### src/rtl/exu_csr_ctrl_if.sv
// CSR access bus between the EXU decode/commit logic and exu_csr_ctrl.
// The master issues read/write requests; the slave (CSR unit) returns the
// pre-write value and an illegal-access flag combinationally.
interface exu_csr_ctrl_if;
    logic        csr_wen;
    logic        csr_ren;
    logic [1:0]  csr_op;
    logic [11:0] csr_idx;
    logic [31:0] csr_wdat;
    logic [31:0] csr_rdat;
    logic        csr_ill;

    modport master (
        output csr_wen, csr_ren, csr_op, csr_idx, csr_wdat,
        input  csr_rdat, csr_ill
    );

    modport slave (
        input  csr_wen, csr_ren, csr_op, csr_idx, csr_wdat,
        output csr_rdat, csr_ill
    );
endinterface

### src/rtl/exu_csr_ctrl.sv
// Machine-mode CSR unit: internal read-modify-write, trap/mret state update,
// 64-bit mcycle/minstret plus NUM_HPM event counters, trap vector target and
// prioritised interrupt request.
// Optional macro CSR_VECTORED_EN: makes mtvec[0] writable and enables
// vectored interrupt targets (base + 4*cause).
module exu_csr_ctrl #(
    parameter int          NUM_HPM = 4,
    parameter logic [31:0] MIMPID  = 32'h0000c10a
) (
    input  logic               clk,
    input  logic               rst_n,
    exu_csr_ctrl_if.slave      csr,
    input  logic               trap_ena,
    input  logic [31:0]        trap_cause,
    input  logic [31:0]        trap_tval,
    input  logic [31:0]        trap_pc,
    input  logic               mret_ena,
    output logic [31:0]        trap_tgt,
    output logic [31:0]        cmepc,
    input  logic               ext_ip,
    input  logic               tmr_ip,
    input  logic               sft_ip,
    output logic               irq_req,
    output logic [31:0]        irq_cause,
    input  logic               in_retr,
    input  logic [NUM_HPM-1:0] hpm_evt
);
    // counter slot n sits at 0xB00+n / 0xB80+n; slot 1 (time) is absent
    localparam int          NCNT     = 3 + NUM_HPM;
    localparam logic [31:0] INH_MASK = 32'h5 | (((32'h1 << NUM_HPM) - 32'h1) << 3);

    logic        mie_b, mpie;
    logic [31:0] mie_r, mtvec, mscratch, mepc, mcause, mtval, minh;
    logic        ip_e, ip_t, ip_s;
    logic [63:0] cnt_q [NCNT];

    logic        cnt_sel, impl, wr_go;
    logic [63:0] cnt_rd;
    logic [31:0] rdat_raw, wnew, mip_v, pend;

    assign mip_v = {20'b0, ip_e, 3'b0, ip_t, 3'b0, ip_s, 3'b0};
    assign pend  = mip_v & mie_r;

    assign cnt_sel = (csr.csr_idx[11:8] == 4'hB) && (csr.csr_idx[6:5] == 2'b00) &&
                     (csr.csr_idx[4:0] != 5'd1) &&
                     ({27'b0, csr.csr_idx[4:0]} < 32'(NCNT));

    // select the addressed counter slot
    always_comb begin
        cnt_rd = '0;
        for (int k = 0; k < NCNT; k++)
            if (csr.csr_idx[4:0] == 5'(k)) cnt_rd = cnt_q[k];
    end

    // address decode and raw (pre-write) read value
    always_comb begin
        impl     = 1'b1;
        rdat_raw = '0;
        case (csr.csr_idx)
            12'h300: rdat_raw = {19'b0, 2'b11, 3'b0, mpie, 3'b0, mie_b, 3'b0};
            12'h301: rdat_raw = 32'h40000100;
            12'h304: rdat_raw = mie_r;
            12'h305: rdat_raw = mtvec;
            12'h320: rdat_raw = minh;
            12'h340: rdat_raw = mscratch;
            12'h341: rdat_raw = mepc;
            12'h342: rdat_raw = mcause;
            12'h343: rdat_raw = mtval;
            12'h344: rdat_raw = mip_v;
            12'hF11, 12'hF12, 12'hF14: rdat_raw = '0;
            12'hF13: rdat_raw = MIMPID;
            default: begin
                if (cnt_sel) rdat_raw = csr.csr_idx[7] ? cnt_rd[63:32] : cnt_rd[31:0];
                else         impl     = 1'b0;
            end
        endcase
    end

    // read-modify-write operand
    always_comb begin
        wnew = rdat_raw;
        case (csr.csr_op)
            2'b01:   wnew = csr.csr_wdat;
            2'b10:   wnew = rdat_raw | csr.csr_wdat;
            2'b11:   wnew = rdat_raw & ~csr.csr_wdat;
            default: wnew = rdat_raw;
        endcase
    end

    assign csr.csr_ill  = (csr.csr_ren | csr.csr_wen) &
                          (~impl | (csr.csr_wen & (csr.csr_idx[11:10] == 2'b11)));
    assign csr.csr_rdat = (csr.csr_ren & impl) ? rdat_raw : '0;

    // a trap in the same cycle swallows the CSR write
    assign wr_go = csr.csr_wen & (csr.csr_op != 2'b00) & ~csr.csr_ill & ~trap_ena;

    // trap entry, mret and plain CSR writes; mret overrides a same-cycle mstatus write
    always_ff @(posedge clk or negedge rst_n) begin
        if (!rst_n) begin
            mie_b <= 1'b0;  mpie <= 1'b0;
            mie_r <= '0;    mtvec <= '0;   mscratch <= '0; mepc <= '0;
            mcause <= '0;   mtval <= '0;   minh <= '0;
            ip_e <= 1'b0;   ip_t <= 1'b0;  ip_s <= 1'b0;
        end else begin
            ip_e <= ext_ip;
            ip_t <= tmr_ip;
            ip_s <= sft_ip;
            if (trap_ena) begin
                mepc   <= trap_pc & ~32'h1;
                mcause <= trap_cause;
                mtval  <= trap_tval;
                mpie   <= mie_b;
                mie_b  <= 1'b0;
            end else begin
                if (wr_go) begin
                    case (csr.csr_idx)
                        12'h300: begin mie_b <= wnew[3]; mpie <= wnew[7]; end
                        12'h304: mie_r    <= wnew & 32'h888;
`ifdef CSR_VECTORED_EN
                        12'h305: mtvec    <= {wnew[31:2], 1'b0, wnew[1] ? 1'b0 : wnew[0]};
`else
                        12'h305: mtvec    <= {wnew[31:2], 2'b00};
`endif
                        12'h320: minh     <= wnew & INH_MASK;
                        12'h340: mscratch <= wnew;
                        12'h341: mepc     <= wnew & ~32'h1;
                        12'h342: mcause   <= wnew;
                        12'h343: mtval    <= wnew;
                        default: ;
                    endcase
                end
                if (mret_ena) begin
                    mie_b <= mpie;
                    mpie  <= 1'b1;
                end
            end
        end
    end

    // one 64-bit counter per slot; a high-half write drops the low-half carry
    for (genvar g = 0; g < NCNT; g++) begin : g_cnt
        if (g == 1) begin : g_none
            assign cnt_q[g] = '0;
        end else begin : g_ctr
            logic        inc;
            logic [63:0] q;
            if (g == 0) begin : g_cy
                assign inc = ~minh[0];
            end else if (g == 2) begin : g_ir
                assign inc = in_retr & ~minh[2];
            end else begin : g_hpm
                assign inc = hpm_evt[g-3] & ~minh[g];
            end
            // count, or load one half on a CSR write
            always_ff @(posedge clk or negedge rst_n) begin
                if (!rst_n)
                    q <= '0;
                else if (wr_go && cnt_sel && (csr.csr_idx[4:0] == 5'(g))) begin
                    if (csr.csr_idx[7]) q <= {wnew, q[31:0] + {31'b0, inc}};
                    else                q <= {q[63:32], wnew};
                end else
                    q <= q + {63'b0, inc};
            end
            assign cnt_q[g] = q;
        end
    end

    // trap target: direct base, or vectored offset for interrupts
    always_comb begin
        trap_tgt = {mtvec[31:2], 2'b00};
`ifdef CSR_VECTORED_EN
        if (mtvec[0] && trap_cause[31])
            trap_tgt = {mtvec[31:2], 2'b00} + {25'b0, trap_cause[4:0], 2'b00};
`endif
    end

    assign cmepc = mepc;

    // interrupt priority MEI > MSI > MTI
    always_comb begin
        irq_req   = mie_b & (|pend);
        irq_cause = '0;
        if (irq_req) begin
            if (pend[11])     irq_cause = 32'h8000000B;
            else if (pend[3]) irq_cause = 32'h80000003;
            else              irq_cause = 32'h80000007;
        end
    end
endmodule

### src/flat_wrapper.sv
// flat-port wrapper written by rule: the top's interface ports become plain ports
module exu_csr_ctrl_flat 
#(
    parameter int          NUM_HPM = 4,
    parameter logic [31:0] MIMPID  = 32'h0000c10a
)
  (clk, rst_n, trap_ena, trap_cause, trap_tval, trap_pc, mret_ena, trap_tgt, cmepc, ext_ip, tmr_ip, sft_ip, irq_req, irq_cause, in_retr, hpm_evt, csr_csr_wen, csr_csr_ren, csr_csr_op, csr_csr_idx, csr_csr_wdat, csr_csr_rdat, csr_csr_ill);
  exu_csr_ctrl_if csr_i ();
  input  logic clk;
  input  logic rst_n;
  input  logic trap_ena;
  input  logic [31:0] trap_cause;
  input  logic [31:0] trap_tval;
  input  logic [31:0] trap_pc;
  input  logic mret_ena;
  output logic [31:0] trap_tgt;
  output logic [31:0] cmepc;
  input  logic ext_ip;
  input  logic tmr_ip;
  input  logic sft_ip;
  output logic irq_req;
  output logic [31:0] irq_cause;
  input  logic in_retr;
  input  logic [NUM_HPM-1:0] hpm_evt;
  input wire logic [$bits(csr_i.csr_wen)-1:0] csr_csr_wen;
  input wire logic [$bits(csr_i.csr_ren)-1:0] csr_csr_ren;
  input wire logic [$bits(csr_i.csr_op)-1:0] csr_csr_op;
  input wire logic [$bits(csr_i.csr_idx)-1:0] csr_csr_idx;
  input wire logic [$bits(csr_i.csr_wdat)-1:0] csr_csr_wdat;
  output wire logic [$bits(csr_i.csr_rdat)-1:0] csr_csr_rdat;
  output wire logic [$bits(csr_i.csr_ill)-1:0] csr_csr_ill;
  assign csr_i.csr_wen = csr_csr_wen;
  assign csr_i.csr_ren = csr_csr_ren;
  assign csr_i.csr_op = csr_csr_op;
  assign csr_i.csr_idx = csr_csr_idx;
  assign csr_i.csr_wdat = csr_csr_wdat;
  assign csr_csr_rdat = csr_i.csr_rdat;
  assign csr_csr_ill = csr_i.csr_ill;
  exu_csr_ctrl #(.NUM_HPM(NUM_HPM), .MIMPID(MIMPID)) u_core (.clk(clk), .rst_n(rst_n), .csr(csr_i), .trap_ena(trap_ena), .trap_cause(trap_cause), .trap_tval(trap_tval), .trap_pc(trap_pc), .mret_ena(mret_ena), .trap_tgt(trap_tgt), .cmepc(cmepc), .ext_ip(ext_ip), .tmr_ip(tmr_ip), .sft_ip(sft_ip), .irq_req(irq_req), .irq_cause(irq_cause), .in_retr(in_retr), .hpm_evt(hpm_evt));
endmodule
### config.mk
export PLATFORM = sky130hd
export DESIGN_NAME = exu_csr_ctrl_flat
export DESIGN_NICKNAME = d
export VERILOG_FILES = /design/src/rtl/exu_csr_ctrl_if.sv /design/src/rtl/exu_csr_ctrl.sv /design/src/flat_wrapper.sv
export SDC_FILE = /design/constraint.sdc
export NUM_CORES = 2
export LEC_CHECK = 0
export CAP_MARGIN = 0
export CORE_UTILIZATION = 30
export DETAILED_ROUTE_END_ITERATION = 7
export GPL_ROUTABILITY_DRIVEN = 0
export PLACE_DENSITY = 0.44
export SLEW_MARGIN = 5
export SYNTH_ARGS = -nofsm -noshare
export SYNTH_HDL_FRONTEND = slang
export SYNTH_SLANG_ARGS = --single-unit
### constraint.sdc
create_clock -name clk -period 8.1 [get_ports clk]
set_clock_uncertainty 0.15 [all_clocks]
set_input_delay 0.81 -clock clk [delete_from_list [all_inputs] [get_ports clk]]
set_output_delay 0.81 -clock clk [all_outputs]
set_load 0.1 [all_outputs]
==> metrics.md <==
| Metric | Value |
|---|---|
| Yosys reg bits | 555 |
| Cells along the critical path | clkdlybuf4s50_1 > buf_4 > or3_1 > nor3_4 > buf_4 > a221oi_1 > a311oi_1 > a2111oi_2 > nor2_1 > buf_4 |
| Final core utilization | 0.360 |
| I/O pin count | 286 |
| Layout cells sized above 1 | 0.0977 |
| Worst path max stage delay | 0.97 ns |
| Slowest CP cell | a311oi_1 |
| # hold bufs at CTS | 0 |
| DR vias | 36.0k |
| Fin worst setup slack | 1.81 ns |
| Syn Area/Cell | 8.46 µm² |
| Crit end category | primary output |
| TNS Setup | 0 ns |
| Post-synth top area share | 0.400 |
| Peak VDD IR | 121 µV |
| Post-cts sizing count | 0 |
| Critical path arrival | 5.33 ns |
| Min-Delay Path Class | input port to async pin |
| Synth cell count leaders | 621 x nand2_1, 555 x dfrtp_1, 302 x nand3_1, 280 x nor2_1, 258 x o21ai_0 |
| Area occupied by registers | 13900 µm² |
| Vias in the first global route | 33.2k |
| F_max | 159 MHz |
| Async set or reset register ratio after synthesis | 1.00 |
| Synth cell types | 109 |
| CTS tree | built |
| TritonRoute pass-1 iters | 8 |
| Initial antenna violation count | 13 |
| PD cells | 183 nW/µm² |
| CORE AREA | 115000 µm² |
| Most common cell in the netlist | nand2_1 |
| Highest net fanout along the worst path | 22 |
| H-Tree Depth | 3 |
| Final Max Slew Viols | 8 |
| Post-synth EDFFs | 0 |
| Slew headroom | -0.0165 |
| Main area contributors after synthesis | dfrtp_1 40%, nand2_1 6.7%, nand3_1 4.4%, o21ai_0 3.7%, a21oi_1 3.2% |
| First-pass GRT wire length | 265 mm |
| CTS Buf Count | 72 |
| Worst-Margin Slew | 1.52 ns |
| Final ANT Viol Nets | 0 |
| RSZ-0062 raised after global routing | no |
| Leak Pwr | 16.4 nW |
| Failing checks | design-rule violations, max-capacitance violations, max-slew violations |
| Via density | 6.16 |
| Largest net degree at the start of global routing | 81 |
| Die X-Extent | 342 µm |
| Fin nets | 4447 |
| # port buffers | 254 |
| Die height | 342 µm |
| Mapped cell area | 34700 µm² |
| Num rows | 124 |
| Grt total ovfl | 0 |
| Post-route minimum period | 6.29 ns |
| Mapped Cells | 4106 |
| Register area share after synthesis | 0.400 |
| MaxCap Viol Count | 1 |
| Ratio of final minimum period to clock period | 0.776 |
| Wire per inst | 32.4 µm |
| Final hold violation count | 0 |
| Cell mode on critical path | buf_4 |
| Clock Latency Late Sink | 0.66 ns |
| Nature of the critical path startpoint | input port |
| Initial DRC count | 4300 |
| Worst endpoint required time | 7.14 ns |
| Final Setup Violations | 0 |
| Status | complete, but fails checks |
| DRC viols | 104 |
| Tot Pwr | 7.54 mW |
| TritonCTS Sinks | 555 |
| Critical setup path kind | input port to primary output |
| Starting density of the core | 0.303 |
| YS warnings | 0 |
| Filler instances | 12.0k |
| Clock slew at reported path FFs | 0.06 ns |
| Post-DP HPWL | 139 mm |
| Setup Slack @ Placement | 2.10 ns |
| Longest Clk Path Bufs | 3 |
| Setup bufs post-CTS | 0 |
| Area of the multi-input gates | 19400 µm² |
| Post-synth top area cell | dfrtp_1 |
| All-Layer GR Usage | 0.316 |
| Die area | 117000 µm² |
| CTS root buf | clkbuf_16 |
| WL final | 190 mm |
| Synthesis-to-layout area growth | 18.7% |
| Main synth FF type | dfrtp_1 |
==> metrics by stage <==
step	instances	hold slack (ns)	area, µm²
final	5850	0.0449	41200
after global placement	5717	0.308	38900
after CTS	5842	0.0496	41200
after detailed placement	5717	0.313	38900
after global routing	5848	0.0635	41200
after floorplan	4135	0.292	34900
==> path summary, 6_finish.rpt <==
| kind | from | to | slack (ns) | cells past startpoint |
|---|---|---|---|---|
| max in group asynchronous | rst_n | u_core.cmepc[27] | 5.81 | 3 |
| min in group clk | u_core.mscratch[4] | u_core.mscratch[4] | 0.33 | 2 |
| max | csr_csr_idx[4] | csr_csr_rdat[8] | 1.81 | 10 |
| max reg2reg | u_core.g_cnt[2].g_ctr.q[48] | u_core.g_cnt[3].g_ctr.q[16] | 3.54 | 7 |
| min reg2reg | u_core.mscratch[4] | u_core.mscratch[4] | 0.33 | 2 |
| min | rst_n | u_core.g_cnt[4].g_ctr.q[1] | 0.04 | 1 |
==> worst max-delay path, delay by kind of cell <==
kind            cells  cell delay (ns)
simple gates        3             1.57
compound gates      3             1.49
buf+inv             4             1.41
==> final cells by class <==
cell class | instances | area share
Multi-Input combinational cell | 3204 | 0.470
Sequential cell | 555 | 0.337
Timing Repair Buffer | 406 | 0.0880
Clock buffer | 112 | 0.0530
Tap cell | 1512 | 0.0459
Inverter | 40 | 0.00367
Clock inverter | 13 | 0.00264
Antenna cell | 8 | 0.000486
==> report_power, final <==
part | switching (mW) | internal [mW] | total [mW] | leakage (nW)
clock | 1.37 | 1.88 | 3.25 | 1.14
combinational | 0.818 | 0.358 | 1.18 | 7.87
sequential | 0.189 | 2.92 | 3.11 | 7.41
==> cells in the final DEF (no fill, tap or decap), types with 89 or more instances in the layout <==
cell type          n
and3_1           121
xnor2_1          115
nand4_1           90
o211ai_1         106
nand3_1          302
a21oi_1          220
nor3_1            89
dfrtp_1          555
a221oi_1          89
clkdlybuf4s50_1  214
buf_4            182
o21ai_0          258
nor2_1           272
nand2_1          614
==> cell families after synthesis <==
kind of cell	after synthesis	share of synthesized area
other cells	1	0.000108
buf+inv	376	0.0531
mux	83	0.0250
flops	555	0.400
simple gates	1729	0.243
xor+xnor	175	0.0441
fa+ha+maj	12	0.00432
compound gates	1175	0.230
==> metal layers <==
layer	up-vias	global-route usage	share of wire
met2	1817	0.489	0.45
met5	-	0	0.000047
met4	2	0.167	0.061
met3	415	0.0604	0.080
met1	18300	0.416	0.41
li1	15500	-	-
==> state kept, by name, indices dropped and copies added (netlist names), 3 cells and up <==
name / count
u_core.g_cnt.g_ctr.q: 384
u_core.mcause: 32
u_core.mscratch: 32
u_core.mtval: 32
u_core.cmepc: 31
u_core.mtvec: 30
u_core.minh: 6
u_core.mie_r: 3
No activity file was read; power rests on OpenSTA's default activity.
